==> config.mk <==
export PLATFORM = sky130hd
export DESIGN_NAME = mips_multicycle_ctrl_flat
export DESIGN_NICKNAME = d
export VERILOG_FILES = /design/src/rtl/mips_multicycle_ctrl_if.sv /design/src/rtl/mips_multicycle_ctrl.sv /design/src/flat_wrapper.sv
export SDC_FILE = /design/constraint.sdc
export NUM_CORES = 1
export LEC_CHECK = 0
export CORE_MARGIN = 2
export CORE_UTILIZATION = 36
export CTS_BUF_LIST = sky130_fd_sc_hd__clkbuf_2
export CTS_CLUSTER_DIAMETER = 150
export DETAILED_ROUTE_END_ITERATION = 10
export PLACE_DENSITY_LB_ADDON = 0.12
export SYNTH_ARGS = -nofsm -noshare
export SYNTH_HDL_FRONTEND = slang
export SYNTH_SLANG_ARGS = --single-unit
==> constraint.sdc <==
create_clock -name i_clk_w -period 1.4 [get_ports i_clk_w]
set_clock_uncertainty 0.05 [all_clocks]
set_input_delay 0.28 -clock i_clk_w [delete_from_list [all_inputs] [get_ports i_clk_w]]
set_output_delay 0.28 -clock i_clk_w [all_outputs]
set_load 0.03 [all_outputs]
==> src/rtl/mips_multicycle_ctrl_if.sv <==
// Datapath-facing bundle for the multicycle MIPS control FSM: decoded instruction
// fields and status flags in, datapath mux selects and enables out.
interface mips_multicycle_ctrl_if;
   logic [5:0] i_op_w;
   logic [5:0] i_funct_w;
   logic       i_zero_w;
   logic       i_mem_ready_w;
   logic       o_pc_write_w;
   logic       o_iord_w;
   logic       o_mem_write_w;
   logic       o_mem_read_w;
   logic       o_ir_write_w;
   logic       o_reg_dst_w;
   logic       o_mem_to_reg_w;
   logic       o_reg_write_w;
   logic       o_alu_src_a_w;
   logic [1:0] o_alu_src_b_w;
   logic [1:0] o_pc_src_w;
   logic [2:0] o_alu_control_w;
   logic [3:0] o_state_w;
   logic       o_illegal_w;

   modport slave (
      input  i_op_w, i_funct_w, i_zero_w, i_mem_ready_w,
      output o_pc_write_w, o_iord_w, o_mem_write_w, o_mem_read_w, o_ir_write_w,
             o_reg_dst_w, o_mem_to_reg_w, o_reg_write_w, o_alu_src_a_w,
             o_alu_src_b_w, o_pc_src_w, o_alu_control_w, o_state_w, o_illegal_w
   );

   modport master (
      output i_op_w, i_funct_w, i_zero_w, i_mem_ready_w,
      input  o_pc_write_w, o_iord_w, o_mem_write_w, o_mem_read_w, o_ir_write_w,
             o_reg_dst_w, o_mem_to_reg_w, o_reg_write_w, o_alu_src_a_w,
             o_alu_src_b_w, o_pc_src_w, o_alu_control_w, o_state_w, o_illegal_w
   );
endinterface

==> src/rtl/mips_multicycle_ctrl.sv <==
// Multicycle MIPS control FSM: sequences fetch/decode/execute/memory/writeback over a
// shared ALU and unified memory, stalling on the memory-ready handshake.
module mips_multicycle_ctrl #(
   parameter bit ILLEGAL_TRAP = 1'b1
) (
   input logic                   i_clk_w,
   input logic                   i_rst_w,
   mips_multicycle_ctrl_if.slave bus
);

   localparam int unsigned STATE_W = 4;
   localparam int unsigned ALU_W   = 3;

   localparam logic [STATE_W-1:0] S_FETCH  = 4'd0;
   localparam logic [STATE_W-1:0] S_DECODE = 4'd1;
   localparam logic [STATE_W-1:0] S_MEMADR = 4'd2;
   localparam logic [STATE_W-1:0] S_MEMRD  = 4'd3;
   localparam logic [STATE_W-1:0] S_MEMWB  = 4'd4;
   localparam logic [STATE_W-1:0] S_MEMWR  = 4'd5;
   localparam logic [STATE_W-1:0] S_EXEC   = 4'd6;
   localparam logic [STATE_W-1:0] S_ALUWB  = 4'd7;
   localparam logic [STATE_W-1:0] S_BRANCH = 4'd8;
   localparam logic [STATE_W-1:0] S_ADDIEX = 4'd9;
   localparam logic [STATE_W-1:0] S_ADDIWB = 4'd10;
   localparam logic [STATE_W-1:0] S_JUMP   = 4'd11;
   localparam logic [STATE_W-1:0] S_TRAP   = 4'd15;

   localparam logic [5:0] OP_RTYPE = 6'b000000;
   localparam logic [5:0] OP_LW    = 6'b100011;
   localparam logic [5:0] OP_SW    = 6'b101011;
   localparam logic [5:0] OP_BEQ   = 6'b000100;
   localparam logic [5:0] OP_ADDI  = 6'b001000;
   localparam logic [5:0] OP_J     = 6'b000010;

   localparam logic [ALU_W-1:0] ALU_ADD = 3'b010;
   localparam logic [ALU_W-1:0] ALU_SUB = 3'b110;
   localparam logic [ALU_W-1:0] ALU_AND = 3'b000;
   localparam logic [ALU_W-1:0] ALU_OR  = 3'b001;
   localparam logic [ALU_W-1:0] ALU_SLT = 3'b111;

   localparam logic [STATE_W-1:0] S_BAD = ILLEGAL_TRAP ? S_TRAP : S_FETCH;

   logic [STATE_W-1:0] state;
   logic [STATE_W-1:0] state_nx;
   logic               funct_ok_c;
   logic [ALU_W-1:0]   funct_alu_c;
   logic               ready;

   logic               pc_write_c, iord_c, mem_write_c, mem_read_c, ir_write_c;
   logic               reg_dst_c, mem_to_reg_c, reg_write_c, src_a_c;
   logic [1:0]         src_b_c, pc_src_c;
   logic [ALU_W-1:0]   alu_c;

   assign ready = bus.i_mem_ready_w;

   // R-type funct to ALU operation; unsupported funct falls back to add
   always_comb begin
      funct_ok_c  = 1'b1;
      funct_alu_c = ALU_ADD;
      case (bus.i_funct_w)
         6'b100000: funct_alu_c = ALU_ADD;
         6'b100010: funct_alu_c = ALU_SUB;
         6'b100100: funct_alu_c = ALU_AND;
         6'b100101: funct_alu_c = ALU_OR;
         6'b101010: funct_alu_c = ALU_SLT;
         default:   funct_ok_c  = 1'b0;
      endcase
   end

   always_ff @(posedge i_clk_w or negedge i_rst_w) begin
      if (!i_rst_w) state <= S_FETCH;
      else          state <= state_nx;
   end

   always_comb begin
      state_nx = state;
      case (state)
         S_FETCH:  if (ready) state_nx = S_DECODE;
         S_DECODE: begin
            case (bus.i_op_w)
               OP_LW, OP_SW: state_nx = S_MEMADR;
               OP_RTYPE:     state_nx = S_EXEC;
               OP_BEQ:       state_nx = S_BRANCH;
               OP_ADDI:      state_nx = S_ADDIEX;
               OP_J:         state_nx = S_JUMP;
               default:      state_nx = S_BAD;
            endcase
         end
         S_MEMADR: state_nx = (bus.i_op_w == OP_SW) ? S_MEMWR : S_MEMRD;
         S_MEMRD:  if (ready) state_nx = S_MEMWB;
         S_MEMWR:  if (ready) state_nx = S_FETCH;
         S_EXEC:   state_nx = funct_ok_c ? S_ALUWB : S_BAD;
         S_ADDIEX: state_nx = S_ADDIWB;
         S_TRAP:   state_nx = S_TRAP;
         default:  state_nx = S_FETCH;
      endcase
   end

   // State-decoded datapath controls; PC/IR enables also follow zero and ready
   always_comb begin
      pc_write_c   = 1'b0;
      iord_c       = 1'b0;
      mem_write_c  = 1'b0;
      mem_read_c   = 1'b0;
      ir_write_c   = 1'b0;
      reg_dst_c    = 1'b0;
      mem_to_reg_c = 1'b0;
      reg_write_c  = 1'b0;
      src_a_c      = 1'b0;
      src_b_c      = 2'b00;
      pc_src_c     = 2'b00;
      alu_c        = ALU_ADD;
      case (state)
         S_FETCH: begin
            mem_read_c = 1'b1;
            src_b_c    = 2'b01;
            ir_write_c = ready;
            pc_write_c = ready;
         end
         S_DECODE: src_b_c = 2'b11;
         S_MEMADR: begin
            src_a_c = 1'b1;
            src_b_c = 2'b10;
         end
         S_MEMRD: begin
            mem_read_c = 1'b1;
            iord_c     = 1'b1;
         end
         S_MEMWB: begin
            reg_write_c  = 1'b1;
            mem_to_reg_c = 1'b1;
         end
         S_MEMWR: begin
            iord_c      = 1'b1;
            mem_write_c = 1'b1;
         end
         S_EXEC: begin
            src_a_c = 1'b1;
            alu_c   = funct_alu_c;
         end
         S_ALUWB: begin
            reg_write_c = 1'b1;
            reg_dst_c   = 1'b1;
         end
         S_BRANCH: begin
            src_a_c    = 1'b1;
            alu_c      = ALU_SUB;
            pc_src_c   = 2'b01;
            pc_write_c = bus.i_zero_w;
         end
         S_ADDIEX: begin
            src_a_c = 1'b1;
            src_b_c = 2'b10;
         end
         S_ADDIWB: reg_write_c = 1'b1;
         S_JUMP: begin
            pc_src_c   = 2'b10;
            pc_write_c = 1'b1;
         end
         default: alu_c = ALU_ADD;
      endcase
   end

   // Reset blanks every control immediately, not just from the next edge
   assign bus.o_pc_write_w    = i_rst_w & pc_write_c;
   assign bus.o_iord_w        = i_rst_w & iord_c;
   assign bus.o_mem_write_w   = i_rst_w & mem_write_c;
   assign bus.o_mem_read_w    = i_rst_w & mem_read_c;
   assign bus.o_ir_write_w    = i_rst_w & ir_write_c;
   assign bus.o_reg_dst_w     = i_rst_w & reg_dst_c;
   assign bus.o_mem_to_reg_w  = i_rst_w & mem_to_reg_c;
   assign bus.o_reg_write_w   = i_rst_w & reg_write_c;
   assign bus.o_alu_src_a_w   = i_rst_w & src_a_c;
   assign bus.o_alu_src_b_w   = i_rst_w ? src_b_c : 2'b00;
   assign bus.o_pc_src_w      = i_rst_w ? pc_src_c : 2'b00;
   assign bus.o_alu_control_w = i_rst_w ? alu_c : 3'b000;
   assign bus.o_state_w       = state;
   assign bus.o_illegal_w     = i_rst_w & (state == S_TRAP);

endmodule
==> src/flat_wrapper.sv <==
// flat-port wrapper written by rule: the top's interface ports become plain ports
module mips_multicycle_ctrl_flat 
#(
   parameter bit ILLEGAL_TRAP = 1'b1
)
  (i_clk_w, i_rst_w, bus_i_op_w, bus_i_funct_w, bus_i_zero_w, bus_i_mem_ready_w, bus_o_pc_write_w, bus_o_iord_w, bus_o_mem_write_w, bus_o_mem_read_w, bus_o_ir_write_w, bus_o_reg_dst_w, bus_o_mem_to_reg_w, bus_o_reg_write_w, bus_o_alu_src_a_w, bus_o_alu_src_b_w, bus_o_pc_src_w, bus_o_alu_control_w, bus_o_state_w, bus_o_illegal_w);
  mips_multicycle_ctrl_if bus_i ();
  input logic i_clk_w;
  input logic i_rst_w;
  input wire logic [$bits(bus_i.i_op_w)-1:0] bus_i_op_w;
  input wire logic [$bits(bus_i.i_funct_w)-1:0] bus_i_funct_w;
  input wire logic [$bits(bus_i.i_zero_w)-1:0] bus_i_zero_w;
  input wire logic [$bits(bus_i.i_mem_ready_w)-1:0] bus_i_mem_ready_w;
  output wire logic [$bits(bus_i.o_pc_write_w)-1:0] bus_o_pc_write_w;
  output wire logic [$bits(bus_i.o_iord_w)-1:0] bus_o_iord_w;
  output wire logic [$bits(bus_i.o_mem_write_w)-1:0] bus_o_mem_write_w;
  output wire logic [$bits(bus_i.o_mem_read_w)-1:0] bus_o_mem_read_w;
  output wire logic [$bits(bus_i.o_ir_write_w)-1:0] bus_o_ir_write_w;
  output wire logic [$bits(bus_i.o_reg_dst_w)-1:0] bus_o_reg_dst_w;
  output wire logic [$bits(bus_i.o_mem_to_reg_w)-1:0] bus_o_mem_to_reg_w;
  output wire logic [$bits(bus_i.o_reg_write_w)-1:0] bus_o_reg_write_w;
  output wire logic [$bits(bus_i.o_alu_src_a_w)-1:0] bus_o_alu_src_a_w;
  output wire logic [$bits(bus_i.o_alu_src_b_w)-1:0] bus_o_alu_src_b_w;
  output wire logic [$bits(bus_i.o_pc_src_w)-1:0] bus_o_pc_src_w;
  output wire logic [$bits(bus_i.o_alu_control_w)-1:0] bus_o_alu_control_w;
  output wire logic [$bits(bus_i.o_state_w)-1:0] bus_o_state_w;
  output wire logic [$bits(bus_i.o_illegal_w)-1:0] bus_o_illegal_w;
  assign bus_i.i_op_w = bus_i_op_w;
  assign bus_i.i_funct_w = bus_i_funct_w;
  assign bus_i.i_zero_w = bus_i_zero_w;
  assign bus_i.i_mem_ready_w = bus_i_mem_ready_w;
  assign bus_o_pc_write_w = bus_i.o_pc_write_w;
  assign bus_o_iord_w = bus_i.o_iord_w;
  assign bus_o_mem_write_w = bus_i.o_mem_write_w;
  assign bus_o_mem_read_w = bus_i.o_mem_read_w;
  assign bus_o_ir_write_w = bus_i.o_ir_write_w;
  assign bus_o_reg_dst_w = bus_i.o_reg_dst_w;
  assign bus_o_mem_to_reg_w = bus_i.o_mem_to_reg_w;
  assign bus_o_reg_write_w = bus_i.o_reg_write_w;
  assign bus_o_alu_src_a_w = bus_i.o_alu_src_a_w;
  assign bus_o_alu_src_b_w = bus_i.o_alu_src_b_w;
  assign bus_o_pc_src_w = bus_i.o_pc_src_w;
  assign bus_o_alu_control_w = bus_i.o_alu_control_w;
  assign bus_o_state_w = bus_i.o_state_w;
  assign bus_o_illegal_w = bus_i.o_illegal_w;
  mips_multicycle_ctrl #(.ILLEGAL_TRAP(ILLEGAL_TRAP)) u_core (.i_clk_w(i_clk_w), .i_rst_w(i_rst_w), .bus(bus_i));
endmodule
==> results of run 1 <==
kinds of logic after synthesis:
group           count (synthesis)  synth area share [%]
simple gates                   57                  46.7
compound gates                 25                  26.0
buf+inv                        10                  7.22
flops                           4                  14.4
xor+xnor                        2                  2.53
mux                             2                  3.07
metrics by stage:
step / hold WS (ns) / utilization, % / area, µm² / setup slack [ns] / setup TNS, ns
floorplan: -0.0656 / - / 858 / -0.170 / -1.59
global placement: 0.645 / 74.3 / 1310 / -0.833 / -8.44
detailed placement: 0.644 / 74.3 / 1310 / -0.906 / -8.54
==> results.cfg, run 1 <==
[outcome]
status = stopped before the end
stop_stage = 4_1_cts
first-error = [ERROR DPL-0033] detailed placement checks failed during check placement.

[clocking]
htreeDepth = 1
cts_resized = 85
cts.sinks = 4
cts_setup_buffers = 18
cts_made_buffers = 3
cts-root-buf = clkbuf_2
clockBufferDepth = 2
cts_hold_buffers = 0

[logic_synthesis]
synth-seq-cells = 4
yosysMostFrequentCell = nor2_1
ys_async_sr_fraction_pct = 100
ys_types = 40
syn_nets = 116
synthTopCellsByCount = nor2_1, nand2_1, nand2b_1, nand3_1, nor3_1
yosysSeqAreaShare_pct = 14.4
ys.warnings.count = 0
syn_avg_cell_area_um2 = 6.93
ys.flop_type = dfrtp_1
syn_area_um2 = 693
synthTopCellsByArea = dfrtp_1, nor2_1, nand2b_1, nand2_1, nand3_1
synth_top_area_share_pct = 14.4
synth-edff-count = 0
synth_area_leader_cell = dfrtp_1
netlist_instances = 100

[floorplanning]
fp-row-count = 15
die_h_um = 47.9
num_io_pins = 37
fp.dieW_um = 47.9
start_util_pct = 39.3

[placement]
numPortBuffers = 36
gp_congestion = 0.854
placed_cells = 176
post-dp-hpwl_mm = 1.85
==> run 2: changes to the inputs <==
==> config.mk (replaced) <==
export PLATFORM = sky130hd
export DESIGN_NAME = mips_multicycle_ctrl_flat
export DESIGN_NICKNAME = d
export VERILOG_FILES = /design/src/rtl/mips_multicycle_ctrl_if.sv /design/src/rtl/mips_multicycle_ctrl.sv /design/src/flat_wrapper.sv
export SDC_FILE = /design/constraint.sdc
export NUM_CORES = 1
export LEC_CHECK = 0
export CORE_AREA = 2 2 63 65
export DETAILED_ROUTE_END_ITERATION = 10
export DIE_AREA = 0 0 65 67
export PLACE_DENSITY_LB_ADDON = 0.15
export SYNTH_ARGS = -nofsm -noshare
export SYNTH_HDL_FRONTEND = slang
export SYNTH_SLANG_ARGS = --single-unit
==> constraint.sdc (replaced) <==
create_clock -name i_clk_w -period 1.8 [get_ports i_clk_w]
set_clock_uncertainty 0.05 [all_clocks]
set_input_delay 0.36 -clock i_clk_w [delete_from_list [all_inputs] [get_ports i_clk_w]]
set_output_delay 0.36 -clock i_clk_w [all_outputs]
set_load 0.03 [all_outputs]
==> results.cfg, run 2 <==
[outcome]
status = finished, violations left
violations = negative setup slack

[drt]
wire_per_inst_um = 14.3
num_vias = 1019
firstDrtPassIters = 5
dr.max_layer_used = met4
wl_met3_um = 139
wl_met1_mm = 1.26
drt-initial-drc-count = 49
drc = 0
wirelength_mm = 3.03
met2_length_mm = 1.62
ant_nets = 0
routed_via_density = 4.81

[sta]
hold_ws_ns = 0.404
min_period_over_period_pct = 101
postLayoutSetupSlackWorst_ns = -0.0166
setup_viol = 2
fin_crit_ns = 1.82
tightest_slew_ns = 0.404
finalHoldViolCount = 0
setup_tns_ns = -0.0255
drv_slew = 0
rsz0062_at_grt = yes
maxSlewHeadroom_pct = 73.0
fmax_mhz = 550

[critical_path]
start_kind = input port
crit_fanout = 4
cp-startpoint = bus_i_funct_w[2]
cp.required_ns = 1.39
crit_path_end_kind = primary output
cp.arrival_ns = 1.41
critPathKind = in -> out
r2r-start = u_core.bus.o_state_w[2]$_DFFE_PN0P_

[logic_synthesis]
synth_top_area_share_pct = 14.4
ys.flop_type = dfrtp_1
synth-seq-cells = 4
synth_area_leader_cell = dfrtp_1
ys_async_sr_fraction_pct = 100
synthTopCellsByCount = nor2_1, nand2_1, nand2b_1, nand3_1, nor3_1
ys_types = 40
synthTopCellsByArea = dfrtp_1, nor2_1, nand2b_1, nand2_1, nand3_1
synth-edff-count = 0
syn_nets = 116
yosysSeqAreaShare_pct = 14.4
ys.warnings.count = 0
yosysMostFrequentCell = nor2_1
syn_avg_cell_area_um2 = 6.93
netlist_instances = 100
syn_area_um2 = 693

[clocking]
clk_pin_slew_ns = 0.03
htreeDepth = 1
clk_latency_ns = 0.22
cts_tree = done
cts_made_buffers = 3
cts_hold_buffers = 0
cts-root-buf = clkbuf_8
clockBufferDepth = 2
cts.sinks = 4

[placement]
numPortBuffers = 36
post-dp-hpwl_mm = 2.00
placed_cells = 193
gp_congestion = 0.771
dpl_cell_area_mm2 = 0.00119

[grt]
grt_pass1_wl_mm = 4.81
gr-total-overflow = 0
grt_usage_pct = 14.4
grt_antenna_before_repair = 0
grt_pass1_vias = 993
grt_max_degree = 20

[floorplanning]
fp.dieW_um = 65
start_util_pct = 19.2
coreArea_mm2 = 0.00361
num_io_pins = 37
dieArea_mm2 = 0.00436
fp-row-count = 22
die_h_um = 67

[pwr]
power.switching_mw = 1.08
p_comb_share_pct = 83.9
swShare_pct = 47.2
p_leak_nw = 0.677
intPower_mw = 1.21
peakVddDrop_mv = 0.451
p_clk_share_pct = 8.3
seq_power_share_pct = 7.8
p_per_area_mw_per_mm2 = 1480

[final_layout]
final_core_util_pct = 42.9
layout.nets = 182
antenna-diode-count = 0
largest_reg_flops = 4
final_common_cell = buf_4
layout.cells.non_filler = 212
syn_to_final_growth_pct = 123
final_cell_mix = buf_4, buf_6, nor2_1
layout-drive-gt1-share_pct = 54.3
fill_cells = 372
final_cell_area_mm2 = 0.00155

[run]
cap_violations = 0

[worst_hold_path]
hold_path_class = in -> async
## run 2: metrics by stage
step / total power, mW / setup slack [ns]
6_report: 2.29 / -0.0166
5_1_grt: 2.46 / -0.102
4_1_cts: 2.08 / -0.0153
3_5_place_dp: 1.58 / -0.600
3_3_place_gp: 1.57 / -0.533
2_1_floorplan: 1.08 / -0.198
## run 2: cell families (layout without fill, tap and decap cells)
kind of cell | after synthesis | after routing | share of synthesized area [%]
DFF | 4 | 4 | 14.4
xor gates and xnor gates | 2 | 2 | 2.53
muxes | 2 | 2 | 3.07
buffers and inverters | 10 | 74 | 7.22
and+or+nand+nor | 57 | 57 | 46.7
AOI/OAI and AO/OA | 25 | 25 | 26.0
## run 2: path summary, 6_finish.rpt
kind                                                             to  slack [ns]  cells past startpoint
worst max register to register  u_core.bus.o_state_w[2]$_DFFE_PN0P_        0.23                      6
worst min-delay path            u_core.bus.o_state_w[0]$_DFFE_PN0P_        0.40                      3
worst min register to register  u_core.bus.o_state_w[2]$_DFFE_PN0P_        0.71                      3
max in group asynchronous       u_core.bus.o_state_w[1]$_DFFE_PN0P_        1.19                      3
worst max-delay path                         bus_o_alu_control_w[2]       -0.02                      6
min in group i_clk_w            u_core.bus.o_state_w[3]$_DFFE_PN0P_        0.69                      4
## run 2: critical path: stages
cell and delay, ns:
clkdlybuf4s15_2 0.21, nor2_1 0.13, and4b_1 0.26, a31oi_1 0.11, nor3b_2 0.16, buf_4 0.18
## run 2: layout make-up
| class | instances | area (µm²) | area share [%] |
|---|---|---|---|
| multi-input cells | 86 | 703 | 45.5 |
| repair buffers | 69 | 633 | 40.9 |
| flip-flops and latches | 4 | 101 | 6.55 |
| well taps | 48 | 60.1 | 3.88 |
| clock buffers | 3 | 41.3 | 2.67 |
| inverters | 2 | 7.51 | 0.485 |
## run 2: repair_timing
action                                  4_1_cts  5_1_grt
gates resized for setup                      50       23
gates cloned                                  1        0
endpoints found under the setup margin       18       18
buffers inserted                             11        4
pin swaps                                     7       10
## run 2: power groups by stage
| stage | clock, mW | sequential, mW | combinational [mW] |
|---|---|---|---|
| final | 0.191 | 0.179 | 1.92 |
| after global routing | 0.212 | 0.184 | 2.06 |
| after CTS | 0.195 | 0.173 | 1.71 |
| after detailed placement | 0 | 0.161 | 1.42 |
| after global placement | 0 | 0.159 | 1.41 |
| after floorplan | 0 | 0.256 | 0.823 |
## run 2: routing by layer
metal / GRT usage [%] / up-vias
li1: - / 503
met1: 17.7 / 480
met2: 26.3 / 33
met3: 2.53 / 3
met4: 2.39 / 0
met5: 0 / -
Note: power is estimated with default switching activity, not from simulation.
==> RTL change 1, RTL diff (config.mk and constraints of run 2) <==
`ILLEGAL_TRAP` is set to 1'b1 in 2 places; all go to 1'b0.
--- a/src/rtl/mips_multicycle_ctrl.sv
+++ b/src/rtl/mips_multicycle_ctrl.sv
@@ -1,7 +1,7 @@
 // Multicycle MIPS control FSM: sequences fetch/decode/execute/memory/writeback over a
 // shared ALU and unified memory, stalling on the memory-ready handshake.
 module mips_multicycle_ctrl #(
-   parameter bit ILLEGAL_TRAP = 1'b1
+   parameter bit ILLEGAL_TRAP = 1'b0
 ) (
    input logic                   i_clk_w,
    input logic                   i_rst_w,
--- a/src/flat_wrapper.sv
+++ b/src/flat_wrapper.sv
@@ -1,7 +1,7 @@
 // flat-port wrapper written by rule: the top's interface ports become plain ports
 module mips_multicycle_ctrl_flat 
 #(
-   parameter bit ILLEGAL_TRAP = 1'b1
+   parameter bit ILLEGAL_TRAP = 1'b0
 )
   (i_clk_w, i_rst_w, bus_i_op_w, bus_i_funct_w, bus_i_zero_w, bus_i_mem_ready_w, bus_o_pc_write_w, bus_o_iord_w, bus_o_mem_write_w, bus_o_mem_read_w, bus_o_ir_write_w, bus_o_reg_dst_w, bus_o_mem_to_reg_w, bus_o_reg_write_w, bus_o_alu_src_a_w, bus_o_alu_src_b_w, bus_o_pc_src_w, bus_o_alu_control_w, bus_o_state_w, bus_o_illegal_w);
   mips_multicycle_ctrl_if bus_i ();
Check against the original RTL: not equivalent (Yosys sat finds a counterexample within 4 cycles, from zero or initial values and one cycle with i_rst_w low).
==> RTL change 1 against run 2 <==
- the flow still finishes with violations (setup timing)
- count of clock-buffer cells in the layout up 1
- setup slack got worse by 0.14 ns
- synthesized cell count decreased by 7.0%
- largest power group unchanged
- routed wire length decreased by 1.4%
- register-to-register slack lost 0.02 ns
- via count fell by 8.1%
- die area is the same
- synthesized area shrank 4.3%
- design area rose by 2.3%
- utilization is 0.97 points higher
- power decreased by 29%
- final cell count shrank 0.94%
- sequential cell count stayed put
==> RTL change 1: results (changes against run 2) <==
metric;value;unit;change
grt_util_met2;25.8;%;-0.52 points
place_congestion;0.743;;-3.6%
p_total;1620;uW;-29%
crit_fanout;6;;+2
worstPathArrival;1.55;ns;+0.14 ns
clkPwrFrac;12.4;%;+4.1 points
dpl.hpwl;2130;um;+6.3%
leakage;0.000703;uW;+3.9%
grt_pass1_vias;934;;-5.9%
use_met1;15.1;%;-2.7 points
wl_met3;129;um;-7.2%
hold_slack;0.263;ns;-0.141 ns
drtPass1Iterations;3;;-2
grt_usage;13.3;%;-1.1 points
vias;936;;-8.1%
grt_pass1_wl;4420;um;-8.2%
synth_cell_types;44;;+10%
m1WireLength;1170;um;-6.9%
fin_tns_setup;-0.399;ns;-0.374 ns
synth_compound_area_share;29.8;%;+3.8 points
synth_xor_area_share;3.96;%;+1.4 points
ys_seq_area_share;15.1;%;+0.65 points
drtIter0Drc;16;;-67%
synth.net_count;109;;-6.0%
wl_met2;1680;um;+4.1%
status;finished, violations left;;
fillers;391;;+5.1%
grt_use_met3;1.52;%;-1.0 points
nets;179;;-1.6%
avgSynthCellArea;7.13;um2;+2.9%
viasPerCell;4.46;;-7.3%
wl_per_cell;14.2;um;-0.42%
reg2reg_slack;0.21;ns;-0.02 ns
synth.area.top_cells;dfrtp_1, nor2_1, nand2_1;;
layout-drive-gt1-share;60.5;%;+6.2 points
placed_cell_area;1200;um2;+0.94%
vdd_drop_max;298;uV;-34%
pg_comb;1260;uW;-34%
top_layer;met3;;
largest_reg_flops;4;;unchanged
relSlewSlack;80.1;%;+7.1 points
finalSetupViolations;6;;+4
power.switching;746;uW;-31%
violations;setup timing;;
worst_slack;-0.156;ns;-0.139 ns
==> RTL change 1: changes by cell type in the layout (fill, tap and decap cells not counted), sizes merged, moves of 2 or more <==
cell                 run 2  this run
dlygate4sd2              1         5
buf                     56        51
nand3                    5         3
and3                     4         2
a21oi                    3         5
nor4b                    2         0
a31oi                    3         1
dlymetal6s2s             1         3
or3                      0         2
nand2b                   8         4
==> RTL change 1: critical path, stage by stage, from the launching register on <==
cell     delay (ns)
dfrtp_2        0.42
buf_6          0.13
and2b_1        0.16
mux2_2         0.27
a22oi_2        0.12
nor2b_1        0.06
buf_4          0.16
==> RTL change 1: final cells by class <==
| type | instances | area (um2) | area share (%) |
|---|---|---|---|
| inverters | 2 | 10.0 | 0.633 |
| well taps | 48 | 60.1 | 3.80 |
| repair buffers | 70 | 668 | 42.2 |
| multi-input cells | 82 | 694 | 43.9 |
| flip-flops and latches | 4 | 104 | 6.57 |
| clock buffers | 4 | 45.0 | 2.85 |
==> RTL change 1: worst paths after layout <==
check | from | to | cells after the start
worst max-delay path | u_core.bus.o_state_w[3] | bus_o_reg_write_w | 6
worst min-delay path | i_rst_w | u_core.bus.o_state_w[2] | 2
worst max register to register | u_core.bus.o_state_w[3] | u_core.bus.o_state_w[0] | 6
worst min register to register | u_core.bus.o_state_w[0] | u_core.bus.o_state_w[3] | 3
max in group asynchronous | i_rst_w | u_core.bus.o_state_w[1] | 2
min in group i_clk_w | u_core.bus.o_state_w[0] | u_core.bus.o_state_w[3] | 3
==> RTL change 1: what timing repair did <==
item / in CTS / in global routing
hold buffers: 0 / 0
pin swaps: 4 / 13
setup buffers: 9 / 7
gates resized for setup: 32 / 42
setup endpoints to repair: 21 / 16
gates cloned: 0 / 1
==> RTL change 2, RTL diff (settings of run 2) <==
Without the edit above. Reset style: synchronous (`i_rst_w`), changed in one clocked block.
--- a/src/rtl/mips_multicycle_ctrl.sv
+++ b/src/rtl/mips_multicycle_ctrl.sv
@@ -67,7 +67,7 @@
       endcase
    end
 
-   always_ff @(posedge i_clk_w or negedge i_rst_w) begin
+   always_ff @(posedge i_clk_w) begin
       if (!i_rst_w) state <= S_FETCH;
       else          state <= state_nx;
    end
Check against the original RTL: differs if i_rst_w is asserted again (counterexample within 4 cycles, from zero or initial values and one cycle with i_rst_w low); with i_rst_w held inactive, the same outputs for 10 cycles.
==> RTL change 2 against run 2 <==
- routed wire length rose by 1.8%
- fmax is 3.2% higher
- global-route usage rose by 0.45 points
- design area decreased by 5.8%
- power decreased by 19%
- sequential cell count unchanged
- via count is 10% higher
- synthesized area is 4.2% higher
- setup slack better by 0.056 ns
- largest cell class unchanged
==> RTL change 2: results (changes against run 2) <==
metric;value;unit;change
status;finished clean;;
holdCritPathClass;reg2reg;;
worstReg2RegEnd;u_core.bus.o_state_w[2];;
wl_per_cell;13.9;um;-2.3%
grt_usage;14.8;%;+0.45 points
layout-drive-gt1-share;48.0;%;-6.3 points
vdd_drop_max;512;uV;+14%
synth_compound_area_share;31.5;%;+5.5 points
relSlewSlack;78.0;%;+5.0 points
fillers;402;;+8.1%
grt_max_degree;15;;-25%
numPortBuffers;36;;unchanged
grt_pass1_wl;5010;um;+4.2%
cts-buffers-inserted;3;;unchanged
worstPathArrival;1.35;ns;-0.06 ns
yosys-top-cells-count;nor2_1, nand2_1, nor3_1, a21oi_1;;
leakage;0.000595;uW;-12%
drtIter0Drc;50;;+2.0%
async_flop_share;0;%;-100 points
hold_slack;0.524;ns;+0.120 ns
synth.net_count;134;;+16%
power.switching;959;uW;-11%
crit_fanout;8;;+4
synth_xor_area_share;2.43;%;-0.10 points
ys_seq_area_share;11.1;%;-3.3 points
reg2reg_slack;0.21;ns;-0.02 ns
grt_pass1_vias;1067;;+7.5%
place_congestion;0.790;;+2.4%
ff2ff_path_depth;3;;-3
drtPass1Iterations;4;;-1
reg2reg_from;u_core.bus.o_state_w[1];;
synth_cell_types;38;;-5.0%
clkTransAtPathRegs;0.03;ns;about the same
dpl.hpwl;2370;um;+18%
viasPerCell;5.09;;+5.8%
synth.area.top_cells;dfxtp_1, nor2_1, nor3_1;;
worstHoldStart;u_core.bus.o_state_w[2];;
synthAdderAreaFrac;0;%;unchanged
nets;191;;+4.9%
root_buffer;clkbuf_8;;
synthMuxAreaShare;1.39;%;-1.7 points
==> RTL change 2: layer usage <==
metal  GRT usage [%]  wire length [um]  vias to the layer above
met5               0                 0                        -
met4            6.91                38                        0
met3            2.36               207                        7
met2            23.3              1470                       42
met1            19.7              1370                      527
li1                -                 -                      548
==> RTL change 2: power by group through the flow <==
stage	registers, uW	logic, uW	clock network (uW)
floorplan	230	806	0
global placement	239	1280	0
detailed placement	243	1280	0
CTS	261	1340	193
global route	268	1530	200
finish	254	1420	186
==> RTL change 2: how the worst max path moves through the flow <==
stage,startpoint,to,slack [ns],cells past startpoint
floorplan,u_core.bus.o_state_w[0],bus_o_alu_src_b_w[1],-0.04,5
global route,bus_i_funct_w[3],bus_o_alu_control_w[0],0.0004,5
detailed placement,bus_i_funct_w[4],bus_o_alu_control_w[0],-0.29,5
CTS,bus_i_funct_w[1],bus_o_alu_control_w[2],0.002,5
global placement,bus_i_funct_w[4],bus_o_alu_control_w[0],-0.24,5
finish,u_core.bus.o_state_w[0],bus_o_reg_write_w,0.04,6
==> RTL change 2: repair_timing <==
| action | CTS | global route |
|---|---|---|
| setup buffers | 1 | 2 |
| gates cloned | 0 | 0 |
| setup endpoints to repair | 19 | 9 |
| pin swaps | 6 | 10 |
| gates resized for setup | 36 | 17 |
| endpoints found under the hold margin | 0 | 0 |
==> RTL change 2: kinds of logic (layout without fill, tap and decap cells) <==
family / after synthesis / count (layout)
buffers and inverters: 16 / 71
muxes: 1 / 1
DFF: 4 / 4
xor gates and xnor gates: 2 / 2
and+or+nand+nor: 62 / 62
AOI/OAI and AO/OA: 33 / 33
==> RTL change 2: critical path, stage by stage (launching register included) <==
cell and delay (ns):
dfxtp_4 0.37, buf_4 0.16, nor2_2 0.12, buf_4 0.13
nand2_1 0.05, a21oi_2 0.15, buf_6 0.15
==> RTL change 2: area by class of cell <==
type	count	share of cell area (%)
clock buffers	3	2.84
inverters	6	1.55
multi-input cells	98	49.1
flip-flops and latches	4	6.53
well taps	48	4.12
repair buffers	62	35.9
==> RTL change 2: stage by stage <==
stage | power, uW | setup TNS, ns | worst slack, ns | cell area (um2) | std cells
5_1_grt | 2000 | 0 | 0.000362 | 1460 | 221
2_1_floorplan | 1040 | -0.0387 | -0.0387 | 803 | 118
6_report | 1860 | 0 | 0.0390 | 1460 | 221
3_3_place_gp | 1520 | -1.20 | -0.243 | 1310 | 216
4_1_cts | 1790 | 0 | 0.00180 | 1430 | 219
3_5_place_dp | 1530 | -1.53 | -0.286 | 1310 | 216
